**src/rtl/light_countdown.sv**
```systemverilog
// light_countdown: per-direction two-digit remaining-seconds countdown driven by the controller lamps.
// Optional SEG7_EN adds registered 7-segment outputs (active-high, gfedcba).
module light_countdown_lane #(
  parameter int T_G = 40,
  parameter int T_Y = 5,
  parameter int T_L = 15,
  parameter int T_R = 55
) (
  input  logic       clk,
  input  logic       rst,
  input  logic       tick,
  input  logic       g,
  input  logic       y,
  input  logic       r,
  input  logic       l,
  output logic [3:0] tens,
  output logic [3:0] ones,
  output logic       valid,
  output logic       err_o
`ifdef SEG7_EN
  ,
  output logic [6:0] seg_t,
  output logic [6:0] seg_o
`endif
);
  typedef enum logic [2:0] {NONE, GRN, YEL, LFT, RED} phase_t;

  phase_t     phase, prev_phase;
  logic [6:0] cnt, load_val;
  logic       err;
  logic [3:0] bcd_t, bcd_o;
  logic       valid_nxt;

  always_comb begin
    phase    = NONE;
    load_val = '0;
    case ({g, y, l, r})
      4'b1000: begin phase = GRN; load_val = 7'(T_G); end
      4'b0100: begin phase = YEL; load_val = 7'(T_Y); end
      4'b0010: begin phase = LFT; load_val = 7'(T_L); end
      4'b0001: begin phase = RED; load_val = 7'(T_R); end
      default: phase = NONE;
    endcase
  end

  // A phase change loads even when a tick lands on the same edge.
  always_ff @(posedge clk) begin
    if (rst) begin
      prev_phase <= NONE;
      cnt        <= '0;
      err        <= 1'b0;
    end else begin
      prev_phase <= phase;
      if (phase == NONE) begin
        cnt <= '0;
        err <= 1'b0;
      end else if (phase != prev_phase) begin
        cnt <= load_val;
        err <= 1'b0;
      end else if (tick) begin
        if (cnt > 7'd1) cnt <= cnt - 7'd1;
        else begin
          cnt <= '0;
          err <= 1'b1;
        end
      end
    end
  end

  assign bcd_t     = 4'(cnt / 7'd10);
  assign bcd_o     = 4'(cnt % 7'd10);
  assign valid_nxt = (prev_phase != NONE);

`ifdef SEG7_EN
  function automatic logic [6:0] seg7(input logic [3:0] d);
    case (d)
      4'd0:    seg7 = 7'b0111111;
      4'd1:    seg7 = 7'b0000110;
      4'd2:    seg7 = 7'b1011011;
      4'd3:    seg7 = 7'b1001111;
      4'd4:    seg7 = 7'b1100110;
      4'd5:    seg7 = 7'b1101101;
      4'd6:    seg7 = 7'b1111101;
      4'd7:    seg7 = 7'b0000111;
      4'd8:    seg7 = 7'b1111111;
      4'd9:    seg7 = 7'b1101111;
      default: seg7 = 7'b0000000;
    endcase
  endfunction
`endif

  // Error flag is re-registered so it lines up with the digits it describes.
  always_ff @(posedge clk) begin
    if (rst) begin
      tens  <= '0;
      ones  <= '0;
      valid <= 1'b0;
      err_o <= 1'b0;
`ifdef SEG7_EN
      seg_t <= '0;
      seg_o <= '0;
`endif
    end else begin
      tens  <= bcd_t;
      ones  <= bcd_o;
      valid <= valid_nxt;
      err_o <= err;
`ifdef SEG7_EN
      seg_t <= (valid_nxt && bcd_t != 4'd0) ? seg7(bcd_t) : 7'b0;
      seg_o <= valid_nxt ? seg7(bcd_o) : 7'b0;
`endif
    end
  end
endmodule

module light_countdown #(
  parameter int T_G_EW = 40,
  parameter int T_G_NS = 30,
  parameter int T_Y    = 5,
  parameter int T_L    = 15,
  parameter int T_R_EW = 55,
  parameter int T_R_NS = 65
) (
  input  logic       clk,
  input  logic       rst,
  input  logic       tick,
  input  logic [1:0] G,
  input  logic [1:0] Y,
  input  logic [1:0] R,
  input  logic [1:0] L,
  output logic [3:0] ew_tens,
  output logic [3:0] ew_ones,
  output logic [3:0] ns_tens,
  output logic [3:0] ns_ones,
  output logic       ew_valid,
  output logic       ns_valid,
  output logic       ew_err,
  output logic       ns_err
`ifdef SEG7_EN
  ,
  output logic [6:0] ew_seg_t,
  output logic [6:0] ew_seg_o,
  output logic [6:0] ns_seg_t,
  output logic [6:0] ns_seg_o
`endif
);
  localparam int NUM_LANES = 2;  // lane 1 = EW, lane 0 = NS

  logic [NUM_LANES-1:0][3:0] tens_v, ones_v;
  logic [NUM_LANES-1:0]      valid_v, err_v;
`ifdef SEG7_EN
  logic [NUM_LANES-1:0][6:0] seg_t_v, seg_o_v;
`endif

  for (genvar i = 0; i < NUM_LANES; i++) begin : g_lane
    light_countdown_lane #(
      .T_G (i == 1 ? T_G_EW : T_G_NS),
      .T_Y (T_Y),
      .T_L (T_L),
      .T_R (i == 1 ? T_R_EW : T_R_NS)
    ) u_lane (
      .clk   (clk),
      .rst   (rst),
      .tick  (tick),
      .g     (G[i]),
      .y     (Y[i]),
      .r     (R[i]),
      .l     (L[i]),
      .tens  (tens_v[i]),
      .ones  (ones_v[i]),
      .valid (valid_v[i]),
      .err_o (err_v[i])
`ifdef SEG7_EN
      ,
      .seg_t (seg_t_v[i]),
      .seg_o (seg_o_v[i])
`endif
    );
  end

  assign ew_tens  = tens_v[1];
  assign ew_ones  = ones_v[1];
  assign ew_valid = valid_v[1];
  assign ew_err   = err_v[1];
  assign ns_tens  = tens_v[0];
  assign ns_ones  = ones_v[0];
  assign ns_valid = valid_v[0];
  assign ns_err   = err_v[0];
`ifdef SEG7_EN
  assign ew_seg_t = seg_t_v[1];
  assign ew_seg_o = seg_o_v[1];
  assign ns_seg_t = seg_t_v[0];
  assign ns_seg_o = seg_o_v[0];
`endif
endmodule

```
**config.mk**
```make
export PLATFORM = sky130hd
export DESIGN_NAME = light_countdown
export DESIGN_NICKNAME = d
export VERILOG_FILES = /design/src/rtl/light_countdown.sv
export SDC_FILE = /design/constraint.sdc
export NUM_CORES = 1
export LEC_CHECK = 0
export BUFFER_PORTS_ARGS = -buffer_cell sky130_fd_sc_hd__buf_2
export CAP_MARGIN = 5
export CELL_PAD_IN_SITES_DETAIL_PLACEMENT = 1
export CELL_PAD_IN_SITES_GLOBAL_PLACEMENT = 1
export CORE_MARGIN = 2
export CORE_UTILIZATION = 27
export CTS_BUF_LIST = sky130_fd_sc_hd__clkbuf_4
export DETAILED_ROUTE_END_ITERATION = 10
export GPL_TIMING_DRIVEN = 0
export PLACE_DENSITY = 0.64
export SYNTH_ARGS = -nofsm -noshare
export SYNTH_HDL_FRONTEND = slang
export SYNTH_HIERARCHICAL = 1
export SYNTH_SLANG_ARGS = --single-unit
```
**constraint.sdc**
```tcl
create_clock -name clk -period 2.7 [get_ports clk]
set_input_delay 0 -clock clk [delete_from_list [all_inputs] [get_ports clk]]
set_output_delay 0 -clock clk [all_outputs]
set_load 0.03 [all_outputs]
```
# Word level (Yosys, flattened, before mapping)
# Index checks and enable logic that the tools add are counted.
[totals] register_bits=42 inputBits=11 out_inout_bits=20 word_cells=56
[classes] addsub=2 n_div=4 order_cmp=2 n_eq_ne=10 muxes=10 n_bitwise=2 n_reduce_logical=12
[op_table] operator="$mux W7" n=6
[op_table] operator="$pmux W7 S4" n=1
[op_table] operator="$pmux W3 S4" n=2
[op_table] operator="$pmux W6 S4" n=1
[op_table] operator="$div A7 B4 Y7 const B" n=2
[op_table] operator="$gt A7 B1 Y1 const B" n=2
[op_table] operator="$mod A7 B4 Y7 const B" n=2
[op_table] operator="$sub A7 B1 Y7 const B" n=2
[op_table] operator="$eq A4 B1 Y1 const B" n=2
[op_table] operator="$eq A4 B2 Y1 const B" n=2
[op_table] operator="$eq A4 B3 Y1 const B" n=2
[op_table] operator="$eq A4 B4 Y1 const B" n=2
[op_table] operator="$logic_not A3 Y1" n=2
[op_table] operator="$ne A3 B3 Y1" n=2
[op_table] operator="$reduce_bool A3 Y1" n=2
[op_table] operator="$reduce_or A3 Y1" n=2
[op_table] operator="$reduce_and A2 Y1" n=2
[op_table] operator="$reduce_bool A2 Y1" n=2
[op_table] operator="$reduce_or A2 Y1" n=2
[op_table] operator="$not A1 Y1" n=2

# Logic depth before layout (Yosys ltp)
# Gate-level depths: netlist of run 1.
[depth] ltp_word=4 depth_mapped=11 ltp_nobuf=9

# Modules after synthesis
# Netlist of run 1, hierarchy kept.
[modules_own_cells] module="light_countdown_lane at g_lane[1].u_lane" n_inst=1 cells_each=188 area_each_um2=1572.8 seq_area_each_um2=420.4
[modules_own_cells] module="light_countdown_lane at g_lane[0].u_lane" n_inst=1 cells_each=184 area_each_um2=1493.9 seq_area_each_um2=420.4

# Least setup slack after synthesis of run 1
# OpenSTA, ideal clock, no wires.
[synth_timing] path_kind="reg-to-reg" from="reg g_lane[1].u_lane.cnt[6]" to="reg g_lane[1].u_lane.ones[2]" setup_ps=86 arrival_ps=1933 t_required_ps=2614 path_slack_ps=681 stages_incl_launch_ff=12 n_path_buf=2 period_less_slack_ps=2019 cell_sequence="dfxtp_1 -> buf_6 -> clkbuf_1 -> or3_1 -> a21o_1 -> a21oi_1 -> nor2_1 -> ha_1 -> inv_1 -> o221a_2 -> nor2_1 -> a211oi_1"
[synth_between] elab_chain_len=1
[synth_lines] element="start: declaration" line="29" text="logic [6:0] cnt, load_val;"
[synth_lines] element="start signal: assignment" line="58" text="cnt <= load_val;"
[synth_lines] element="start signal: assignment" line="61" text="if (cnt > 7'd1) cnt <= cnt - 7'd1;"
[synth_lines] element="$mod A7 B4 Y7" line="71" text="assign bcd_o = 4'(cnt % 7'd10);"
[synth_lines] element="end signal: assignment" line="105" text="ones <= bcd_o;"
[synth_lines] element="end: declaration" line="17" text="output logic [3:0] ones,"
# Every way passes these cells.
# A chain may end at the register's enable or synchronous reset.

# Final worst setup path of run 1
# Same ends and word-level chain as after synthesis.

==> impl_metrics.tcl, run 1 <==
set metrics [dict create \
    synth_seq_cells 42 \
    wire_per_inst_um 15.7 \
    cellInternalPower_w 0.000974 \
    rows 38 \
    synth.area.mux_share_pct 0.694 \
    final-setup-viol-count 0 \
    cp.arrival_ns 2.53 \
    path_class "register to register" \
    cts.sink_count 42 \
    cts_buffers 5 \
    worstHoldEndpoint "g_lane[1].u_lane/err_o" \
    grt_max_degree 13 \
    hold_depth 2 \
    seq_power_share_pct 46.0 \
    power_w 0.00143 \
    ys.flop_type "dfxtp_1" \
    die_x_um 111 \
    grt_overflow 0 \
    fin_hold_ws_ns 0.0462 \
    antenna_found_initial 0 \
    finalNetCount 425 \
    core-area_um2 11000 \
    p_sw_share_pct 31.8 \
    die_area_um2 12200 \
    path_clk_slew_ns 0.13 \
    ant_nets 0 \
    drv_cap 0 \
    p_switching_w 0.000454 \
    cp_top_family "compound AO/OA/AOI/OAI gates" \
    reg2reg_to "g_lane[1].u_lane/ones[2]" \
    initial_utilization_pct 27.9 \
    fmax_mhz 428 \
    cp_cell_sequence "buf_6 > clkbuf_1 > or3_1 > a21o_1 > a21oi_1 > nor2_1 > ha_1 > inv_1 > o221ai_1 > a21boi_0 > a211oi_1" \
    ios 31 \
    ff2ff_setup_slack_ns 0.36 \
    syn_avg_cell_area_um2 8.24 \
    async_flop_share_pct 0 \
    layout-drive-gt1-share_pct 17.6 \
    num_vias 2877 \
    cp_max_fo 10 \
    finalHoldViolCount 0 \
    finalSetupTns_ns 0 \
    track_usage_pct 14.1 \
    p_leak_nw 1.25 \
    firstDrtPassIters 4 \
    period_minus_slack_ns 2.34 \
    dp_hpwl_um 6370 \
    synth-warning-count 6 \
    cts_setup_buffers 0 \
    grt_pass1_wl_um 14500 \
    cts_max_level 2 \
    synth_xor_area_share_pct 5.71 \
    comb_power_share_pct 26.2 \
    seq_area_frac_synth_pct 27.4 \
    holdCritStartpoint "rst" \
    n_antenna_cell 0 \
    insertion_delay_ns 0.35 \
    place_area_um2 3360 \
    cts-root-buf "clkbuf_4" \
    p_clk_share_pct 27.7 \
    synth-edff-count 0 \
    worst_slew_pin_slew_ns 0.650 \
    synth_top_family_by_area "compound AO/OA/AOI/OAI gates" \
    tritoncts "built" \
    start_kind "register" \
    cpMaxStageDelayCell "or3_1" \
    endpoint_kind "register" \
    finalInstanceArea_um2 3450 \
    synth_fa_ha_area_share_pct 4.08 \
    slowest_delay_ns 0.39 \
    maxSlewViolCount 0 \
    ys_types 72 \
    syn_nets 393 \
    status "complete, no violations" \
    drt_iter0_markers 75 \
    worst-r2r-cell-count 11 \
    synth-compound-area-share_pct 29.2 \
    drt_wl_total_um 8550 \
    drcViolationCount 0 \
    period_share_pct 86.5 \
    area_growth_pct 12.6 \
    clockBufferDepth 2 \
    slew_headroom_pct 56.1 \
    cp_num_buf_inv 3 \
    skew_ns 0.0210 \
    synth-simple-area-share_pct 25.7 \
    peakVddDrop_mv 0.173 \
    portBuffers 23 \
    hold_path.class "primary input to register" \
    synthesis.area_um2 3070 \
    rsz0062_at_grt "no" \
    globalplace.congestion 0.824 \
    cellPowerDensity_nw_per_um2 414 \
    syn_inst 372 \
    first_global_vias 2817 \
    via_per_inst 5.29 \
    critPathRequiredTime_ns 2.90 \
    dieHeight_um 111 \
    r2r_start "g_lane[1].u_lane/cnt[6]" \
]
-- worst max-delay path by stage --
stage | from | end | slack, ns | depth (start not counted)
detailed placement | g_lane[0].u_lane/cnt[6] | g_lane[0].u_lane/ones[2] | 0.25 | 11
finish | g_lane[1].u_lane/cnt[6] | g_lane[1].u_lane/ones[2] | 0.36 | 11
floorplan | g_lane[1].u_lane/cnt[6] | g_lane[1].u_lane/ones[2] | 0.68 | 11
CTS | g_lane[0].u_lane/cnt[6] | g_lane[0].u_lane/ones[2] | 0.20 | 11
global route | g_lane[1].u_lane/cnt[6] | g_lane[1].u_lane/ones[2] | 0.14 | 11
global placement | g_lane[0].u_lane/cnt[2] | g_lane[0].u_lane/ones[2] | 0.36 | 11
-- sequential cells by signal, indices dropped and copies added (netlist names) --
register                  flops
g_lane.u_lane/err_o           2
g_lane.u_lane/prev_phase      6
g_lane.u_lane/valid           2
g_lane.u_lane/tens            8
g_lane.u_lane/ones            8
g_lane.u_lane/cnt            14
g_lane.u_lane/err             2
-- metrics by stage --
| stage | util [%] | std cells | worst slack, ns |
|---|---|---|---|
| global placement | 30.6 | 535 | 0.363 |
| global route | 31.5 | 544 | 0.138 |
| CTS | 31.4 | 544 | 0.201 |
| floorplan | - | 372 | 0.681 |
| detailed placement | 30.6 | 535 | 0.250 |
| finish | 31.5 | 544 | 0.365 |
-- cell families (layout without fill, tap and decap cells) --
| logic type | Yosys count | after routing |
|---|---|---|
| and+or+nand+nor | 133 | 133 |
| AOI/OAI and AO/OA | 120 | 120 |
| adders and majority gates | 10 | 10 |
| DFF | 42 | 42 |
| xor gates and xnor gates | 17 | 17 |
| buffers and inverters | 48 | 80 |
| muxes | 2 | 2 |
-- worst register-to-register path, cell delays in order, from the launching register on --
cell and delay, ns:
dfxtp_1 0.33, buf_6 0.13, clkbuf_1 0.20, or3_1 0.39
a21o_1 0.19, a21oi_1 0.13, nor2_1 0.08, ha_1 0.21
inv_1 0.08, o221ai_1 0.13, a21boi_0 0.24, a211oi_1 0.07
-- synthesized netlist by cell type (6+ instances only) --
master / instances / area share (%)
clkbuf_1: 16 / 2.0
dfxtp_1: 42 / 27
nand2b_1: 8 / 1.6
a211oi_1: 7 / 1.7
or3_1: 7 / 1.4
o211ai_1: 6 / 1.5
nand2_1: 12 / 1.5
or4b_1: 9 / 2.9
o21ai_0: 18 / 2.9
nand3b_1: 6 / 1.5
xnor2_1: 10 / 2.9
nor3_1: 16 / 2.6
nor2_1: 36 / 4.4
nand3_1: 7 / 1.1
ha_1: 10 / 4.1
buf_2: 14 / 2.3
inv_1: 15 / 1.8
a21oi_1: 27 / 4.4
-- layout by cell type, fill, tap and decap left out, types with 4 or more instances in the layout --
cell type / netlist / final
clkbuf_4: 0 / 5
or4b_1: 9 / 9
o211ai_1: 6 / 6
nand2b_1: 8 / 8
a211oi_1: 7 / 7
nor3_1: 16 / 15
nor2_1: 36 / 36
nand3_1: 7 / 7
o221a_2: 5 / 5
or3_1: 7 / 7
a21oi_1: 27 / 27
buf_2: 14 / 37
a21boi_0: 4 / 4
nor2b_1: 4 / 4
xor2_1: 5 / 5
nor4b_1: 4 / 4
nand3b_1: 6 / 6
dfxtp_1: 42 / 42
o21ai_0: 18 / 18
ha_1: 10 / 10
inv_1: 15 / 15
xnor2_1: 10 / 10
clkbuf_1: 16 / 15
nand2_1: 12 / 12
-- metal layers --
layer  track usage [%]  vias up  routed length, um
met5                 0        -                  0
met4              2.75        0                 51
met3              2.36        5                310
met2              21.3       50               3690
met1              21.0     1373               4500
li1                  -     1449                  -
-- power groups by stage --
stage               combinational (W)  clock [W]  sequential, W
floorplan                    0.000265          0       0.000688
global placement             0.000362          0       0.000671
detailed placement           0.000370          0       0.000672
CTS                          0.000376   0.000421       0.000658
global route                 0.000420   0.000440       0.000662
finish                       0.000375   0.000396       0.000658
-- repair_timing --
action                                  4_1_cts  5_1_grt
hold buffers                                  2        0
endpoints found under the hold margin         3        0
endpoints found under the setup margin        0        2
resized for setup                             0        3
-- final cells by class --
| type | instances | area [um2] |
|---|---|---|
| Fill cell | 1342 | 7530 |
| Multi-Input combinational cell | 282 | 2010 |
| Sequential cell | 42 | 841 |
| Tap cell | 140 | 175 |
| Buffer | 33 | 165 |
| Timing Repair Buffer | 25 | 135 |
| Inverter | 15 | 56.3 |
| Clock buffer | 5 | 37.5 |
| Clock inverter | 2 | 33.8 |
No activity file was read; power rests on OpenSTA's default activity.
==> run 2, diff against run 1 <==
Settings changed: ABC_AREA from default to 1, PLACE_DENSITY 0.64 to 0.67.
==> impl_metrics.tcl, run 2 <==
set metrics [dict create \
    start_kind "primary input" \
    finalNetCount 444 \
    yosys-top-cells-count "93 x nand2_1, 54 x inv_1, 42 x dfxtp_1, 34 x nor2_1, 31 x nand3_1" \
    async_flop_share_pct 0 \
    syn_nets 397 \
    cellPowerDensity_nw_per_um2 395 \
    seq_area_frac_synth_pct 32.9 \
    area_growth_pct 17.5 \
    slowest_delay_ns 0.57 \
    n_antenna_cell 0 \
    fmax_mhz 411 \
    synth-edff-count 0 \
    rsz0062_at_grt "no" \
    num_vias 2481 \
    firstDrtPassIters 4 \
    cp_max_fo 8 \
    finalSetupTns_ns 0 \
    syn_avg_cell_area_um2 6.80 \
    cts_buffers 5 \
    dieHeight_um 101 \
    drv_cap 0 \
    ys.flop_type "dfxtp_1" \
    synth_most_common_cell "nand2_1" \
    layout_setup_ws_ns 0.269 \
    finalInstanceArea_um2 3000 \
    dp_hpwl_um 4840 \
    cts.sink_count 42 \
    place_inst 517 \
    slew_headroom_pct 61.3 \
    syn_inst 376 \
    p_leak_nw 1.58 \
    dp_slack_ns 0.446 \
    first_global_vias 2487 \
    insertion_delay_ns 0.35 \
    grt_max_degree 14 \
    worst-r2r-cell-count 20 \
    initial_utilization_pct 27.8 \
    cts-root-buf "clkbuf_4" \
    largest_reg_flops 14 \
    power_w 0.00119 \
    status "complete, no violations" \
    period_minus_slack_ns 2.43 \
    critPathRequiredTime_ns 3.01 \
    maxSlewViolCount 0 \
    most-common-layout-cells "93 x nand2_1, 54 x inv_1, 42 x dfxtp_1" \
    period_share_pct 90.0 \
    r2r_start "g_lane[0].u_lane/cnt[6]" \
    cts_max_level 2 \
    layout-drive-gt1-share_pct 18.4 \
    regMostFlops "g_lane.u_lane/cnt" \
    path_clk_slew_ns 0.13 \
    grt_pass1_wl_um 10900 \
    grt_overflow 0 \
    ios 31 \
    place_area_um2 2850 \
    die_area_um2 10300 \
    ys_types 31 \
    skew_ns 0.00466 \
    endpoint_kind "register" \
    hold_path.class "primary input to register" \
    track_usage_pct 13.1 \
    cp_cell_sequence "dlygate4sd3_1 > buf_2 > nor2_1 > dlygate4sd3_1 > nand2_1 > nand2_1 > xor2_1 > nor2_1 > nand3_1 > nor2_1 > inv_1 > o211ai_1 > nand2_1 > inv_1" \
    n_fill_cell 1173 \
    final-setup-viol-count 0 \
    instances_no_fill 535 \
    worst_slew_pin_slew_ns 0.581 \
    ant_nets 0 \
    core-area_um2 9200 \
    layout_commonest_cell "nand2_1" \
    rows 35 \
    clockBufferDepth 2 \
    synth_seq_cells 42 \
    portBuffers 30 \
    crit_end "g_lane[0].u_lane/cnt[3]" \
    synth-warning-count 6 \
    die_x_um 101 \
    wire_per_inst_um 11.7 \
    yosysTopAreaCell "dfxtp_1" \
    critPathLaunch "L[0]" \
    peakVddDrop_mv 0.151 \
    drt_iter0_markers 89 \
    drt_wl_total_um 6250 \
    via_per_inst 4.64 \
    path_class "primary input to register" \
    drcViolationCount 0 \
    finalHoldViolCount 0 \
    wl_met3_um 205 \
    wl_met1_um 3110 \
    globalplace.congestion 0.849 \
    synthesis.area_um2 2560 \
    antenna_found_initial 0 \
    netlist.area_leader.share_pct 32.9 \
    tritoncts "built" \
    cpMaxStageDelayCell "dlygate4sd3_1" \
    cp.arrival_ns 2.75 \
    top_regs "g_lane.u_lane/cnt x14, g_lane.u_lane/ones x8, g_lane.u_lane/tens x8" \
    ff2ff_setup_slack_ns 0.43 \
    reg2reg_to "g_lane[0].u_lane/ones[1]" \
    synth_area_leaders "dfxtp_1 33%, nand2_1 14%, inv_1 7.9%" \
    wl_met2_um 2880 \
    top_layer "met4" \
]
[run 2: cell families after synthesis]
| group | count (synthesis) | share of synthesized area (%) |
|---|---|---|
| simple gates | 201 | 38.3 |
| buf+inv | 66 | 9.84 |
| compound gates | 49 | 11.3 |
| flops | 42 | 32.9 |
| fa+ha+maj | 10 | 4.89 |
| xor+xnor | 8 | 2.74 |
[run 2: worst min path at each step]
stage | startpoint | endpoint | cells after the start | slack [ns]
6_report | R[0] | g_lane[0].u_lane/prev_phase[2] | 3 | 0.02
4_1_cts | L[1] | g_lane[1].u_lane/prev_phase[0] | 3 | 0.003
2_1_floorplan | tick | g_lane[1].u_lane/cnt[2] | 2 | 0.17
5_1_grt | R[0] | g_lane[0].u_lane/prev_phase[2] | 3 | 0.03
3_5_place_dp | Y[0] | g_lane[0].u_lane/prev_phase[1] | 3 | 0.34
3_3_place_gp | Y[0] | g_lane[0].u_lane/prev_phase[1] | 3 | 0.34
[run 2: per-stage QoR]
step                utilization (%)  hold slack (ns)
global placement               30.9            0.335
CTS                            32.6          0.00313
floorplan                         -            0.168
detailed placement             30.9            0.344
finish                         32.7           0.0198
global route                   32.7           0.0315
[run 2: layer usage]
metal	GRT usage (%)	vias to the layer above
met5	0	-
met4	3.43	0
met3	2.55	5
met2	22.7	32
met1	16.6	1135
li1	-	1309
[run 2: critical path, delay by kind of cell]
kind,cells,cell delay (ns)
buffers and inverters,5,1.43
xor gates and xnor gates,1,0.07
and+or+nand+nor,7,1.07
AOI/OAI and AO/OA,1,0.18
[run 2: area by class of cell]
| class | instances | area (um2) | area share, % |
|---|---|---|---|
| inverter | 62 | 235 | 7.83 |
| tap | 111 | 139 | 4.62 |
| buffer | 4 | 16.3 | 0.541 |
| timing repair buffer | 40 | 250 | 8.33 |
| sequential | 42 | 841 | 28.0 |
| clock buffer | 5 | 37.5 | 1.25 |
| multi-input combinational | 268 | 1470 | 48.9 |
| clock inverter | 3 | 16.3 | 0.541 |
[run 2: repair_timing]
| item | 4_1_cts | 5_1_grt |
|---|---|---|
| resized for setup | 0 | 1 |
| endpoints found under the setup margin | 0 | 1 |
| hold endpoints to repair | 7 | 0 |
| hold buffers | 10 | 0 |
| buffers inserted | 0 | 0 |
[run 2: where the power goes]
group          total, W  internal, W  switching (W)  leakage [nW]
Sequential     0.000645     0.000636     0.00000834         0.340
Clock          0.000317    0.0000972       0.000219        0.0286
Combinational  0.000226    0.0000753       0.000150          1.22
Total           0.00119     0.000809       0.000378          1.58
